## config.mk

```make
export PLATFORM = sky130hd
export DESIGN_NAME = one_bit_alu_cell_flat
export DESIGN_NICKNAME = d
export VERILOG_FILES = /design/src/rtl/one_bit_alu_cell_if.sv /design/src/rtl/one_bit_alu_cell.sv /design/src/flat_wrapper.sv
export SDC_FILE = /design/constraint.sdc
export NUM_CORES = 1
export LEC_CHECK = 0
export ABC_AREA = 1
export CAP_MARGIN = 30
export CORE_AREA = 2 2 39 41
export CTS_CLUSTER_SIZE = 12
export DETAILED_ROUTE_END_ITERATION = 8
export DIE_AREA = 0 0 41 43
export GPL_TIMING_DRIVEN = 0
export PLACE_DENSITY = 0.38
export SYNTH_ARGS = -nofsm -noshare
export SYNTH_HDL_FRONTEND = slang
export SYNTH_SLANG_ARGS = --single-unit
```

## constraint.sdc

```tcl
create_clock -name clk -period 4.55 [get_ports clk]
set_clock_uncertainty 0.2 [all_clocks]
set_input_delay 0.91 -clock clk [delete_from_list [all_inputs] [get_ports clk]]
set_output_delay 0.91 -clock clk [all_outputs]
set_load 0.01 [all_outputs]
```

## src/rtl/one_bit_alu_cell_if.sv

```systemverilog
// Operand/control/result bundle for one ALU bit slice.
// The parent (or bench) drives operands as master; the slice answers as slave.
interface one_bit_alu_cell_if;
    logic       A;
    logic       B;
    logic       Bnot;
    logic       C;
    logic [2:0] cntrl;
    logic       result;
    logic       carry_out;

    modport master (output A, B, Bnot, C, cntrl, input result, carry_out);
    modport slave  (input A, B, Bnot, C, cntrl, output result, carry_out);
endinterface

```

## src/rtl/one_bit_alu_cell.sv

```systemverilog
// Single-bit ALU slice: gate-level full adder plus 2:1 and 8:1 mux trees.
// Result and carry-out are registered, giving one cycle of latency.
module one_bit_alu_cell_mux2 (
    input  logic i_in0,
    input  logic i_in1,
    input  logic i_sel,
    output logic o_out
);
    assign o_out = (i_in0 & ~i_sel) | (i_in1 & i_sel);
endmodule

module one_bit_alu_cell_fa (
    input  logic i_a,
    input  logic i_b,
    input  logic i_c,
    output logic o_sum,
    output logic o_cout
);
    logic w_ab_x;
    assign w_ab_x = i_a ^ i_b;
    assign o_sum  = w_ab_x ^ i_c;
    assign o_cout = (i_a & i_b) | (i_a & i_c) | (i_b & i_c);
endmodule

// cntrl[0] steers the leaves, cntrl[2] the root.
module one_bit_alu_cell_mux8 (
    input  logic [7:0] i_in,
    input  logic [2:0] i_sel,
    output logic       o_out
);
    logic [3:0] w_l0;
    logic [1:0] w_l1;

    for (genvar g = 0; g < 4; g++) begin : g_leaf
        one_bit_alu_cell_mux2 u_m (
            .i_in0(i_in[2*g]), .i_in1(i_in[2*g+1]), .i_sel(i_sel[0]), .o_out(w_l0[g])
        );
    end
    for (genvar g = 0; g < 2; g++) begin : g_mid
        one_bit_alu_cell_mux2 u_m (
            .i_in0(w_l0[2*g]), .i_in1(w_l0[2*g+1]), .i_sel(i_sel[1]), .o_out(w_l1[g])
        );
    end
    one_bit_alu_cell_mux2 u_root (
        .i_in0(w_l1[0]), .i_in1(w_l1[1]), .i_sel(i_sel[2]), .o_out(o_out)
    );
endmodule

module one_bit_alu_cell #(
    parameter real GATE_DELAY = 0.5
) (
    input  logic                 clk,
    input  logic                 reset,
    one_bit_alu_cell_if.slave    bus
);
    logic       w_bin;
    logic       w_sum;
    logic       w_cout;
    logic       w_res_nxt;
    logic [7:0] w_sel_in;
    logic       r_result;
    logic       r_carry;

    one_bit_alu_cell_mux2 u_binv (
        .i_in0(bus.B), .i_in1(bus.Bnot), .i_sel(bus.cntrl[0]), .o_out(w_bin)
    );

    one_bit_alu_cell_fa u_fa (
        .i_a(bus.A), .i_b(w_bin), .i_c(bus.C), .o_sum(w_sum), .o_cout(w_cout)
    );

    // Logic ops deliberately use raw B; only the adder sees the inverted operand.
    assign w_sel_in = {1'b0, bus.A ^ bus.B, bus.A | bus.B, bus.A & bus.B,
                       w_sum, w_sum, 1'b0, bus.B};

    one_bit_alu_cell_mux8 u_opsel (
        .i_in(w_sel_in), .i_sel(bus.cntrl), .o_out(w_res_nxt)
    );

    always_ff @(posedge clk) begin
        if (reset) begin
            r_result <= 1'b0;
            r_carry  <= 1'b0;
        end else begin
            r_result <= w_res_nxt;
            r_carry  <= w_cout;
        end
    end

    assign bus.result    = r_result;
    assign bus.carry_out = r_carry;
endmodule

```

## src/flat_wrapper.sv

```systemverilog
// flat-port wrapper written by rule: the top's interface ports become plain ports
module one_bit_alu_cell_flat 
#(
    parameter real GATE_DELAY = 0.5
)
  (clk, reset, bus_A, bus_B, bus_Bnot, bus_C, bus_cntrl, bus_result, bus_carry_out);
  one_bit_alu_cell_if bus_i ();
  input  logic clk;
  input  logic reset;
  input wire logic [$bits(bus_i.A)-1:0] bus_A;
  input wire logic [$bits(bus_i.B)-1:0] bus_B;
  input wire logic [$bits(bus_i.Bnot)-1:0] bus_Bnot;
  input wire logic [$bits(bus_i.C)-1:0] bus_C;
  input wire logic [$bits(bus_i.cntrl)-1:0] bus_cntrl;
  output wire logic [$bits(bus_i.result)-1:0] bus_result;
  output wire logic [$bits(bus_i.carry_out)-1:0] bus_carry_out;
  assign bus_i.A = bus_A;
  assign bus_i.B = bus_B;
  assign bus_i.Bnot = bus_Bnot;
  assign bus_i.C = bus_C;
  assign bus_i.cntrl = bus_cntrl;
  assign bus_result = bus_i.result;
  assign bus_carry_out = bus_i.carry_out;
  one_bit_alu_cell #(.GATE_DELAY(GATE_DELAY)) u_core (.clk(clk), .reset(reset), .bus(bus_i));
endmodule
```

-- Yosys cells after proc, flatten, opt, wreduce, memory -nomap -nowiden
Index checks and enable logic that the tools add are counted.
- bits in read-only memories: 0
- memories: 0
- RAM bits: 0
- input bits: 9
- bits in latches: 0
- word-level logic and storage cells: 34
- output and inout bits: 2
- bits in registers: 2
- $mul: 0
- magnitude comparators: 0
- mux-type cells: 0
- shift-type cells: 0
- eq/ne operators: 0
- reductions and logical operators: 0
- divide/modulo/power cells: 0
- $add $sub $neg: 0
- bitwise operators: 32
- operator list (cell ; number):
    1-bit bitwise AND ; 17
    1-bit OR ; 9
    1-bit inverter ; 3
    1-bit XOR ; 3

-- Depth between registers and ports, before layout
Gate-level depths: netlist of the first run.
- word-level depth: 11
- mapped depth: 9
- mapped depth without buffers: 9

-- Modules after synthesis
A second synthesis of the first run with hierarchy kept.
- cells, all modules: 45
- area total of the unflattened synthesis: 235.2 um^2
- modules (own cells, without submodules) (module ; area each (um^2) ; times used ; cells each ; sequential area each (um^2)):
    one_bit_alu_cell_mux2 ; 15.0 ; 8 ; 4 ; 0.0
    one_bit_alu_cell ; 95.1 ; 1 ; 12 ; 40.0
    one_bit_alu_cell_fa ; 20.0 ; 1 ; 1 ; 0.0

-- Worst setup path before layout of the first run
Ideal clock, no wire load.
- kind: input port to flip-flop
- from: input port bus_B
- to: register u_core.r_result (netlist: u_core.bus.result)
- slack: 2.418 ns
- setup time: 0.113 ns
- data required time: 4.237 ns
- cell stages on the path: 9
- path buffers: 0
- arrival time: 1.820 ns
- cell sequence: inv_1 -> nor2_2 -> a21oi_1 -> fa_1 -> inv_1 -> a21oi_1 -> nand2_1 -> nand2_1 -> nor2_1
- longest elaborated chain between the ends: 10
- elaborated cells on any way between the ends: 23
- classes of those cells: 23 x bitwise
- ends and longest elaborated chain (element ; RTL line ; RTL):
    start, declared ; flat_wrapper.sv:11 ; input wire logic [$bits(bus_i.B)-1:0] bus_B;
    1-bit bitwise AND ; one_bit_alu_cell.sv:9 ; assign o_out = (i_in0 & ~i_sel) | (i_in1 & i_sel);
    1-bit OR ; one_bit_alu_cell.sv:9 ;
    1-bit XOR ; one_bit_alu_cell.sv:20 ; assign w_ab_x = i_a ^ i_b;
    1-bit XOR ; one_bit_alu_cell.sv:21 ; assign o_sum = w_ab_x ^ i_c;
    1-bit bitwise AND ; one_bit_alu_cell.sv:9 ;
    1-bit OR ; one_bit_alu_cell.sv:9 ;
    1-bit bitwise AND ; one_bit_alu_cell.sv:9 ;
    1-bit OR ; one_bit_alu_cell.sv:9 ;
    1-bit bitwise AND ; one_bit_alu_cell.sv:9 ;
    1-bit OR (*) ; one_bit_alu_cell.sv:9 ;
    end signal, assigned ; one_bit_alu_cell.sv:85 ; r_result <= w_res_nxt;
    end, declared ; one_bit_alu_cell.sv:61 ; logic r_result;
Mark *: on every way between the ends. The rest lies on a longest branch, timed or not.
A chain may end at the register's enable or synchronous reset.

-- Worst setup path in the final report of the first run
Ends and elaborated chain as after synthesis.

==> results of run 1 <==
## power by group through the flow
| stage | combinational, mW | sequential [mW] | clock, mW |
|---|---|---|---|
| 2_1_floorplan | 0.00805 | 0.0204 | 0 |
| 3_3_place_gp | 0.0213 | 0.0196 | 0 |
| 3_5_place_dp | 0.0212 | 0.0196 | 0 |
| 4_1_cts | 0.0212 | 0.0194 | 0.0408 |
| 5_1_grt | 0.0233 | 0.0196 | 0.0442 |
| 6_report | 0.0205 | 0.0194 | 0.0391 |
## through the flow
stage | power, mW | area (µm²)
finish | 0.0790 | 317
global route | 0.0872 | 317
CTS | 0.0814 | 317
detailed placement | 0.0408 | 294
global placement | 0.0409 | 294
floorplan | 0.0285 | 174
## flip-flops by register name, summed over array words and instances (netlist names)
register              cells
u_core.bus.carry_out      1
u_core.bus.result         1
## final timing paths
check	from	slack, ns	endpoint
worst max-delay path	bus_B	2.08	u_core.bus.result
worst min-delay path	reset	1.03	u_core.bus.carry_out
## routing by layer
| metal | track usage (%) | share of wire (%) |
|---|---|---|
| met5 | 0 | 0 |
| met1 | 5.77 | 42 |
| met4 | 2.00 | 0 |
| met2 | 7.81 | 50 |
| met3 | 6.28 | 7.8 |
## cell type report
| class | instances | area, µm² |
|---|---|---|
| clock buffer | 3 | 22.5 |
| fill | 163 | 1070 |
| inverter | 7 | 26.3 |
| multi-input combinational | 18 | 108 |
| sequential | 2 | 40.0 |
| tap | 16 | 20.0 |
| timing repair buffer | 10 | 100 |
## placed cells by master (no fill, tap or decap)
cell             instances
nor2_1                   5
nand3_1                  1
a21oi_1                  2
inv_1                    7
clkbuf_4                 3
nand2_1                  6
clkdlybuf4s50_1         10
nor2_2                   1
dfxtp_1                  2
ha_1                     2
fa_1                     1
## cell families (layout without fill, tap and decap cells)
logic type / Yosys count / after routing
compound gates: 2 / 2
fa+ha+maj: 3 / 3
buf+inv: 7 / 20
flops: 2 / 2
simple gates: 13 / 13
==> results.md, run 1 <==
- Worst Hold Path Cells: 2
- Yosys top cell by area: dfxtp_1
- Diode count: 0
- Area Growth Syn to Fin: 82.0%
- Die area: 1760 µm²
- Critical path's slowest cell: clkdlybuf4s50_1
- CTS tree: done
- Post-synthesis sequential area ratio: 23.0%
- Setup TNS: 0 ns
- Final HPWL DP: 315 µm
- Num ports: 11
- Worst slew margin: 87.8%
- Final WL: 347 µm
- Post-route DRC: 0
- Dominant synthesized flop cell: dfxtp_1
- Period utilisation layout: 54.3%
- XOR/XNOR Fraction of Synth Area: 0%
- TritonCTS Buffers: 3
- Hold Violations, Final: 0
- RSZ-0062 raised after global routing: false
- Clock root cell: clkbuf_4
- Most numerous cell in the Yosys netlist: inv_1
- Slew @ Worst Pin: 0.183 ns
- Setup Buffers After CTS: 0
- Critical path class: input pin to flip-flop
- Starting density of the core: 12.6%
- Initial antenna violation count: 0
- Share of the synthesized area in the top cell type: 23.0%
- Routed length per placed instance: 6.20 µm
- DR iter-0 viols: 2
- P_sw: 0.0186 mW
- Mapped Cells: 27
- Post-Synth Simple-Gate Area: 30.2%
- Nets@finish: 54
- Fin crit period: 2.47 ns
- Clock Path Buffers: 2
- Slew Limit Fails: 0
- Post-synthesis register bit count: 2
- Clk pwr share: 49.5%
- Die Y: 43 µm
- Synth top cells by count: inv_1 (7), nand2_1 (6), nor2_1 (5)
- Setup-failing EPs final: 0
- Crit-path max FO: 2
- Mux contribution to synthesized area: 0%
- Sequential Power Share: 24.6%
- Max-cap violations: 0
- Inst Count DP: 53
- FP Rows: 14
- Unique masters post-synth: 9
- Post-route ant nets: 0
- PD cells: 249 nW/µm²
- Syn_area_per_cell: 6.44 µm²
- P_leak: 0.161 nW
- Final cell count without fillers: 56
- CP peak stage delay: 0.48 ns
- Post-CTS sizing: 0
- Worst EP arrival: 2.39 ns
- Post-synth EDFFs: 0
- Warnings from Yosys: 0
- GPL Wtd Cong: 0.617
- Largest family of logic cells by synthesized area: simple AND/OR/NAND/NOR gates
- Hold Path Class: input pin to flip-flop
- Post-synth ARST share: 0%
- Cell internal pwr: 0.0604 mW
- First-pass GRT wire length: 634 µm
- Area of the mapped netlist: 174 µm²
- DR vias/cell: 3.29
- Status: finished, final reports clean
- Layout cells sized above 1: 10.0%
- Top post-synthesis cells by area: dfxtp_1 (23%), inv_1 (15%), ha_1 (14%)
- CP Depth: 10
- Cts hold-fix bufs: 0
- CP Buf/Inv Count: 3
- Worst Hold Slack: 1.03 ns
- Setup ws final: 2.08 ns
- Top Family by Delay on Critical Path: buffers and inverters
- GR Util All Layers: 5.82%
- Post-synthesis compound-gate area fraction: 5.76%
- Drt pass-1 iters: 2
- Finished Core Util: 22.9%
- Grt ovf: 0
- Post-Place Worst Slack: 1.82 ns
- Critical Path Start Type: input pin
- H-tree levels: 1
- Combinational group share of total power: 26.0%
- Vias in the first global route: 183
- Maximum VDD drop: 0.000129 V
- Net Count, Synth: 39
- Net Sw Frac: 23.5%
- Top achievable clock speed: 405 MHz
- Core ar.: 1380 µm²
- Clock transition at path regs: 0.03 ns
- Adder-Cell Fraction of Synth Area: 25.9%
- Port Buffers: 10
- Critical path, cell by cell: clkdlybuf4s50_1, inv_1, nor2_2, a21oi_1, fa_1, inv_1, a21oi_1, nand2_1, nand2_1, nor2_1
- DIE WIDTH: 41 µm
- Vias: 184
- Largest net degree at the start of global routing: 6
- Clock Sink Count: 2
- Worst Setup End Kind: flip-flop
- CP Data Required Time: 4.47 ns
(Power assumes the default switching activity.)
==> inputs of run 2 (changes only) <==
clock period = 2.3 ns   (was 4.55 ns; I/O delays follow)
==> results of run 2 <==
Same layout as run 1 (identical final DEF). Status: finished, final reports clean.
Main changes from that run: setup slack after placement 1.82 ns -> 0.0227 ns; setup slack after layout 2.08 ns -> 0.281 ns; hold slack 1.03 ns -> 0.581 ns; total power 0.0790 mW -> 0.156 mW; worst IR drop on VDD 0.000129 V -> 0.000256 V
==> inputs of run 3 (changes only) <==
MAX_ROUTING_LAYER = met4   (was unset)
clock period = 2.31 ns   (was 2.3 ns; I/O delays follow)
==> run 3 against run 2 <==
- cell area stayed put
- combinational power hardly changed
- global-route usage is 0.14 points higher
- worst setup slack better by 0.0068 ns
- worst hold slack better by 0.0031 ns
- critical path depth stayed put
- final cell count stayed put
- routed wire length is 0.86% lower
- sequential share of layout area stayed put
- die area stayed put
- critical path type unchanged
- critical endpoint unchanged
- largest power group unchanged
==> results.md, run 3 (synthesis gave the netlist of run 1 again) <==
- Status: finished, final reports clean
- Most frequent cells in the layout: clkdlybuf4s50_1 (10), inv_1 (7), nand2_1 (6), nor2_1 (5), clkbuf_4 (3)
- Critical Path Start Type: input pin
- Worst Hold Slack: 0.584 ns
- Post-CTS sizing: 0 (unchanged)
- Critical path's slowest cell: clkdlybuf4s50_1
- Multi-input gate area: 108 µm² (unchanged)
- Clock Sink Count: 2 (unchanged)
- Vias: 184 (unchanged)
- CP peak stage delay: 0.48 ns (about the same)
- Hold Path Class: input pin to flip-flop
- Top achievable clock speed: 494 MHz
- Hold Violations, Final: 0 (unchanged)
- GPL Wtd Cong: 0.621 (+0.73%)
- DR vias/cell: 3.29 (unchanged)
- Clock transition at path regs: 0.03 ns (about the same)
- FP Rows: 14 (unchanged)
- CP Buf/Inv Count: 3 (unchanged)
- RSZ-0062 raised after global routing: false
- GR Util All Layers: 5.96% (+0.14 points)
- Finished Core Util: 22.9% (unchanged)
- Fillers: 163 (unchanged)
- Worst slew margin: 87.8% (unchanged)
- Diode count: 0 (unchanged)
- Routed length per placed instance: 6.14 µm (-0.86%)
- Placed cell area: 294 µm² (unchanged)
- Max-cap violations: 0 (unchanged)
- Fin crit period: 2.02 ns
- Num ports: 11 (unchanged)
- DIE WIDTH: 41 µm (unchanged)
- Worst Setup End Kind: flip-flop
- Cts hold-fix bufs: 0 (unchanged)
- Drt pass-1 iters: 2 (unchanged)
- Period utilisation layout: 87.6%
- Final WL: 344 µm (-0.86%)
- Setup TNS: 0 ns (unchanged)
- Core ar.: 1380 µm² (unchanged)
- TritonCTS Buffers: 3 (unchanged)
- Final HPWL DP: 315 µm (unchanged)
- Grt ovf: 0 (unchanged)
- Slew @ Worst Pin: 0.183 ns (unchanged)
- Clock Path Buffers: 2 (unchanged)
- Setup-failing EPs final: 0 (unchanged)
- Commonest non-fill, non-tap cell in the layout: clkdlybuf4s50_1
- Sequential cell area: 40.0 µm² (unchanged)
- Nets@finish: 54 (unchanged)
- H-tree levels: 1 (unchanged)
- Crit-path max FO: 2 (unchanged)
- Initial antenna violation count: 0 (unchanged)
- CTS tree: done
- Layout cells sized above 1: 10.0% (unchanged)
- Slew Limit Fails: 0 (unchanged)
- Largest net degree at the start of global routing: 6 (unchanged)
- Die area: 1760 µm² (unchanged)
- Critical path class: input pin to flip-flop
- PD cells: 489 nW/µm²
- P_leak: 0.161 nW (unchanged)
- DR iter-0 viols: 2 (unchanged)
- Post-route ant nets: 0 (unchanged)
- Clock root cell: clkbuf_4
- Maximum VDD drop: 0.000252 V
- Area Growth Syn to Fin: 82.0% (unchanged)
- Top Family by Delay on Critical Path: buffers and inverters
- Port Buffers: 10 (unchanged)
- Die Y: 43 µm (unchanged)
- CP Data Required Time: 2.23 ns
- Vias in the first global route: 183 (unchanged)
- Starting density of the core: 12.6% (unchanged)
- Worst EP arrival: 1.94 ns
- Critical path, cell by cell: clkdlybuf4s50_1, inv_1, nor2_2, a21oi_1, fa_1, inv_1, a21oi_1, nand2_1, nand2_1, nor2_1
- Finished Cell Area: 317 µm² (unchanged)
- First-pass GRT wire length: 641 µm (+1.1%)
- Setup Buffers After CTS: 0 (unchanged)
- Post-route DRC: 0 (unchanged)
-- run 3: cell counts in the layout (fill, tap and decap cells not counted) --
Identical to the previous run, type by type.
-- run 3: through the flow --
step,cells,setup slack [ns],power [mW]
final,56,0.288,0.155
after global routing,56,0.168,0.172
after CTS,56,0.270,0.160
after detailed placement,53,0.0307,0.0803
after global placement,53,0.0258,0.0806
after floorplan,27,0.626,0.0561
-- run 3: per-layer routing --
metal / wire, µm / part of all wire, % / global-route usage [%]
met5: 0 / 0 / -
met4: 0 / 0 / 2.00
met3: 26 / 7.6 / 6.28
met2: 174 / 51 / 7.81
met1: 144 / 42 / 5.77
-- run 3: final cells by class --
type | instances | area share [%]
multi-input combinational | 18 | 34.0
timing repair buffer | 10 | 31.6
clock buffer | 3 | 7.11
inverter | 7 | 8.30
tap | 16 | 6.32
sequential | 2 | 12.6
-- run 3: power breakdown --
part           switching [mW]  leakage (nW)  internal (mW)
registers            0.000554        0.0166         0.0376
clock network          0.0191        0.0138         0.0573
logic                  0.0164         0.130         0.0240
total                  0.0361         0.161          0.119
-- run 3: final timing paths --
check | from | to | slack (ns) | cells after the start
worst min-delay path | reset | u_core.bus.carry_out | 0.58 | 2
worst max-delay path | bus_B | u_core.bus.result | 0.29 | 10
